## config.mk

```make
export PLATFORM = sky130hd
export DESIGN_NAME = seq_partial_product_multiplier
export DESIGN_NICKNAME = d
export VERILOG_FILES = /design/src/rtl/seq_partial_product_multiplier.sv
export SDC_FILE = /design/constraint.sdc
export NUM_CORES = 1
export LEC_CHECK = 0
export BUFFER_PORTS_ARGS = -buffer_cell sky130_fd_sc_hd__clkbuf_2
export CAP_MARGIN = 10
export CORE_UTILIZATION = 50
export DETAILED_ROUTE_END_ITERATION = 6
export GPL_ROUTABILITY_DRIVEN = 0
export GPL_TIMING_DRIVEN = 0
export MAX_ROUTING_LAYER = met4
export PLACE_DENSITY_LB_ADDON = 0.15
export SKIP_CTS_REPAIR_TIMING = 1
export SYNTH_ARGS = -nofsm -noshare
export SYNTH_HDL_FRONTEND = slang
export SYNTH_SLANG_ARGS = --single-unit
```

## constraint.sdc

```tcl
create_clock -name clk -period 5.25 [get_ports clk]
set_clock_uncertainty 0.2 [all_clocks]
set_input_delay 0.2625 -clock clk [delete_from_list [all_inputs] [get_ports clk]]
set_output_delay 0.2625 -clock clk [all_outputs]
set_load 0.02 [all_outputs]
```

## src/rtl/seq_partial_product_multiplier.sv

```systemverilog
`default_nettype none
// +----------------------------------------------------------------------------+
// | seq_partial_product_multiplier: iterative unsigned multiplier that adds    |
// | BITS_PER_CYC shifted partial products of a per cycle into a 2*WIDTH acc.   |
// | Revision 1.0                                                               |
// +----------------------------------------------------------------------------+
module seq_partial_product_multiplier #(
    parameter int WIDTH        = 8,
    parameter int BITS_PER_CYC = 1
) (
    input  logic                 clk,
    input  logic                 rst_n,
    input  logic                 in_valid,
    output logic                 in_ready,
    input  logic [WIDTH-1:0]     a,
    input  logic [WIDTH-1:0]     b,
    output logic                 out_valid,
    input  logic                 out_ready,
    output logic [2*WIDTH-1:0]   p,
    output logic                 busy
);

    localparam int N     = WIDTH / BITS_PER_CYC;
    localparam int CNT_W = (N > 1) ? $clog2(N) : 1;
    localparam logic [CNT_W-1:0] CNT_LAST = CNT_W'(N - 1);

    typedef enum logic [1:0] {
        IDLE = 2'd0,
        BUSY = 2'd1,
        DONE = 2'd2
    } state_t;

    state_t               state;
    state_t               state_nxt;
    logic [2*WIDTH-1:0]   a_sh;
    logic [WIDTH-1:0]     b_r;
    logic [2*WIDTH-1:0]   acc;
    logic [2*WIDTH-1:0]   acc_sum;
    logic [2*WIDTH-1:0]   p_r;
    logic [CNT_W-1:0]     cnt;
    logic [2*WIDTH-1:0]   pp [BITS_PER_CYC];

    // a_sh already carries the column weight cnt*BITS_PER_CYC; only the
    // intra-cycle offset i is applied here.
    for (genvar i = 0; i < BITS_PER_CYC; i++) begin : g_pp
        assign pp[i] = b_r[i] ? (a_sh << i) : '0;
    end

    always_comb begin
        acc_sum = acc;
        for (int i = 0; i < BITS_PER_CYC; i++) begin
            acc_sum = acc_sum + pp[i];
        end
    end

    always_ff @(posedge clk or negedge rst_n) begin
        if (!rst_n) begin
            state <= IDLE;
        end else begin
            state <= state_nxt;
        end
    end

    always_comb begin
        state_nxt = state;
        case (state)
            IDLE:    if (in_valid)        state_nxt = BUSY;
            BUSY:    if (cnt == CNT_LAST) state_nxt = DONE;
            DONE:    if (out_ready)       state_nxt = IDLE;
            default:                      state_nxt = IDLE;
        endcase
    end

    always_ff @(posedge clk or negedge rst_n) begin
        if (!rst_n) begin
            a_sh <= '0;
            b_r  <= '0;
            acc  <= '0;
            cnt  <= '0;
            p_r  <= '0;
        end else begin
            case (state)
                IDLE: begin
                    if (in_valid) begin
                        a_sh <= {{WIDTH{1'b0}}, a};
                        b_r  <= b;
                        acc  <= '0;
                        cnt  <= '0;
                    end
                end
                BUSY: begin
                    acc  <= acc_sum;
                    a_sh <= a_sh << BITS_PER_CYC;
                    b_r  <= b_r >> BITS_PER_CYC;
                    cnt  <= cnt + CNT_W'(1);
                    if (cnt == CNT_LAST) begin
                        p_r <= acc_sum;
                    end
                end
                default: begin
                end
            endcase
        end
    end

    // All outputs decode registered state only; no input-to-output paths.
    assign in_ready  = (state == IDLE);
    assign out_valid = (state == DONE);
    assign busy      = (state != IDLE);
    assign p         = p_r;

endmodule
`default_nettype wire

```

==> summary.md <==
| Metric | Value |
|---|---|
| Status | `finished, violations left` |
| Failing checks | `DRC` |
| Ant. Diodes | `0` |
| Initial DRT Pass Iterations | `7` |
| Sinks on Clock Net | `61` |
| Final Non-Filler Cells | `491` |
| Maximum vdd drop | `0.245 mV` |
| Clock tree from TritonCTS | `yes` |
| Critical path type | `reg -> reg` |
| Die Height | `84.7 microns` |
| CP max stage cell | `dfrtp_1` |
| Count leader, synth | `dfrtp_1` |
| Final WS setup | `2240 ps` |
| Vias/cell | `5.75` |
| Hold Violations, Final | `0` |
| Worst path cell trace | `clkbuf_1 > and2_1 > ha_1 > fa_1 > a31o_2 > o21ai_1 > o311ai_1 > xnor2_1 > o21ai_1` |
| Post-layout min period | `3010 ps` |
| Post-synthesis cell count | `358` |
| Syn. warnings | `0` |
| Die ar. | `0.00718 sq mm` |
| Share of the synthesized area in the top cell type | `44.6%` |
| Std cell rows | `29` |
| Worst Path Max Fanout | `10` |
| Startpoint types | `register` |
| Relative slew slack | `45.2%` |
| Max-cap violations | `0` |
| Total GRT Usage | `25.3%` |
| Yosys reg bits | `61` |
| Total CTS buffers | `9` |
| CTS Root Cell | `clkbuf_8` |
| Final Total Pwr | `2.02 mW` |
| CP Capture Type | `register` |
| Clock tree buffer depth | `2` |
| RSZ-0062 raised after global routing | `false` |
| Prevailing post-synth register cell | `dfrtp_1` |
| Initial antenna violation count | `0` |
| Vias in the first global route | `2,813` |
| Syn_nets | `396` |
| Slew Limit Fails | `0` |
| Starting Density | `52.7%` |
| Leakage | `1.87 nW` |
| Placed insts | `472` |
| Largest area contributor in the netlist | `dfrtp_1` |
| Post-synth ARST share | `100%` |
| Dpl cell area | `0.00371 sq mm` |
| Core box area | `0.00649 sq mm` |
| Share of post-route cells with drive strength above 1 | `15.5%` |
| Synth cell count leaders | `dfrtp_1, nand2_1, a21oi_1` |
| Sequential element share of the synthesized area | `44.6%` |
| Post-synthesis cell type count | `51` |
| Most used cell, CP | `o21ai_1` |
| Nets | `447` |
| H-Tree Level Count | `3` |
| Clk_lat worst skew | `350 ps` |
| CTS clk-pin slew, worst paths | `80 ps` |
| # DRC | `3` |
| Die X | `84.7 microns` |
| Pwr Density | `517 mW/mm^2` |
| Area delta synth->final | `14.3%` |
| Dpl hpwl | `5550 microns` |
| Final setup fails | `0` |
| PortBufs | `37` |
| Synth Cell Area | `0.00342 sq mm` |
| Via count | `2,823` |
| Delay of the slowest critical-path stage | `450 ps` |
| CP required | `5260 ps` |
| WL final | `7840 microns` |
| Final period utilization | `57.4%` |
| Setup TNS | `0 ps` |
| Syn Area/Cell | `9.56 sq um` |
| DR iter-0 viols | `152` |
| GRT Residual Overflow | `0` |
| CP Data Arrival Time | `3020 ps` |
| Measured slew at the worst slew-check pin | `822 ps` |
| Max frequency | `332 MHz` |
| I/O pin count | `39` |
| Top cells by area, synth | `dfrtp_1, ha_1, nand2_1` |
| Pre-CTS setup slack | `2260 ps` |
| Routed wire per std cell | `16.0 microns` |
| ANT nets after route | `0` |
| Pin count of the biggest net entering global routing | `62` |
| First-pass GRT wire length | `13,700 microns` |
| Hold Crit Class | `in -> reg` |
| Post-route cell area | `0.00391 sq mm` |
| Number of flops mapped to enable cells by yosys | `0` |
-- critical path, delay by kind of cell, from the launching register on --
family	cells	cell delay [ps]
AOI/OAI and AO/OA	4	920
adders and majority gates	2	640
DFF	1	450
buffers and inverters	1	230
xor gates and xnor gates	1	230
and+or+nand+nor	1	190
-- area by class of cell --
type / count / area, sq um
clock inverter: 6 / 38.8
clock buffer: 10 / 138
fill: 588 / 2580
buffer: 22 / 87.6
tap: 77 / 96.3
timing repair buffer: 40 / 218
sequential: 61 / 1530
multi-input combinational: 269 / 1790
inverter: 6 / 22.5
-- registers in the layout, summed over array words and instances (netlist names) --
| register | cells |
|---|---|
| a_sh | 16 |
| cnt | 3 |
| b_r | 8 |
| acc | 16 |
| p | 16 |
| state | 2 |
-- final timing paths --
path | start | end | slack [ps] | cells after the start
max | b_r[0] | acc[12] | 2240 | 9
min | b[5] | b_r[5] | 4 | 3
max reg2reg | b_r[0] | acc[12] | 2240 | 9
min reg2reg | p[8] | p[8] | 280 | 2
max in group asynchronous | rst_n | b_r[2] | 3940 | 2
min in group asynchronous | rst_n | a_sh[2] | 380 | 2
-- cell usage in the layout (no fill, tap or decap), drive strengths merged, types with 5 or more instances in the layout --
cell type  synthesis  final
and3b              8      8
xnor2              8      8
nor2b             11     11
dfrtp             61     61
nor2              12     12
and2              16     16
buf                5      5
ha                17     17
a22oi              6      6
clkbuf            17     64
a22o              13     13
o21ai             46     46
a21o               5      5
inv                6      6
a21oi             30     30
nand3              8      8
nand2             42     42
-- logic make-up after synthesis --
logic type	count (synthesis)	share of synthesized area [%]
AOI/OAI and AO/OA	122	23.4
and+or+nand+nor	113	17.7
DFF	61	44.6
buffers and inverters	28	3.22
adders and majority gates	18	6.80
xor gates and xnor gates	12	3.07
muxes	4	1.28
-- where the power goes --
group          internal [mW]  switching (mW)  total, mW
registers              0.649           0.116      0.765
logic                  0.342           0.541      0.883
clock network          0.182           0.194      0.376
-- per-stage QoR --
stage | utilization, % | hold WS (ps)
6_report | 60.3 | 3.82
3_3_place_gp | 57.0 | 247
2_1_floorplan | - | -233
5_1_grt | 60.3 | 6.74
4_1_cts | 59.8 | -133
3_5_place_dp | 57.1 | 247
-- routing by layer --
metal  share of wire, %  wire length, microns  GRT usage, %  up-vias
li1                   -                     -             -     1394
met1                 48                  3770          33.7     1352
met2                 46                  3600          37.8       64
met3                4.3                   334          6.78       13
met4                1.8                   138          7.86        0
met5                  0                     0             -        -
Power figures use the tool's default switching activity.
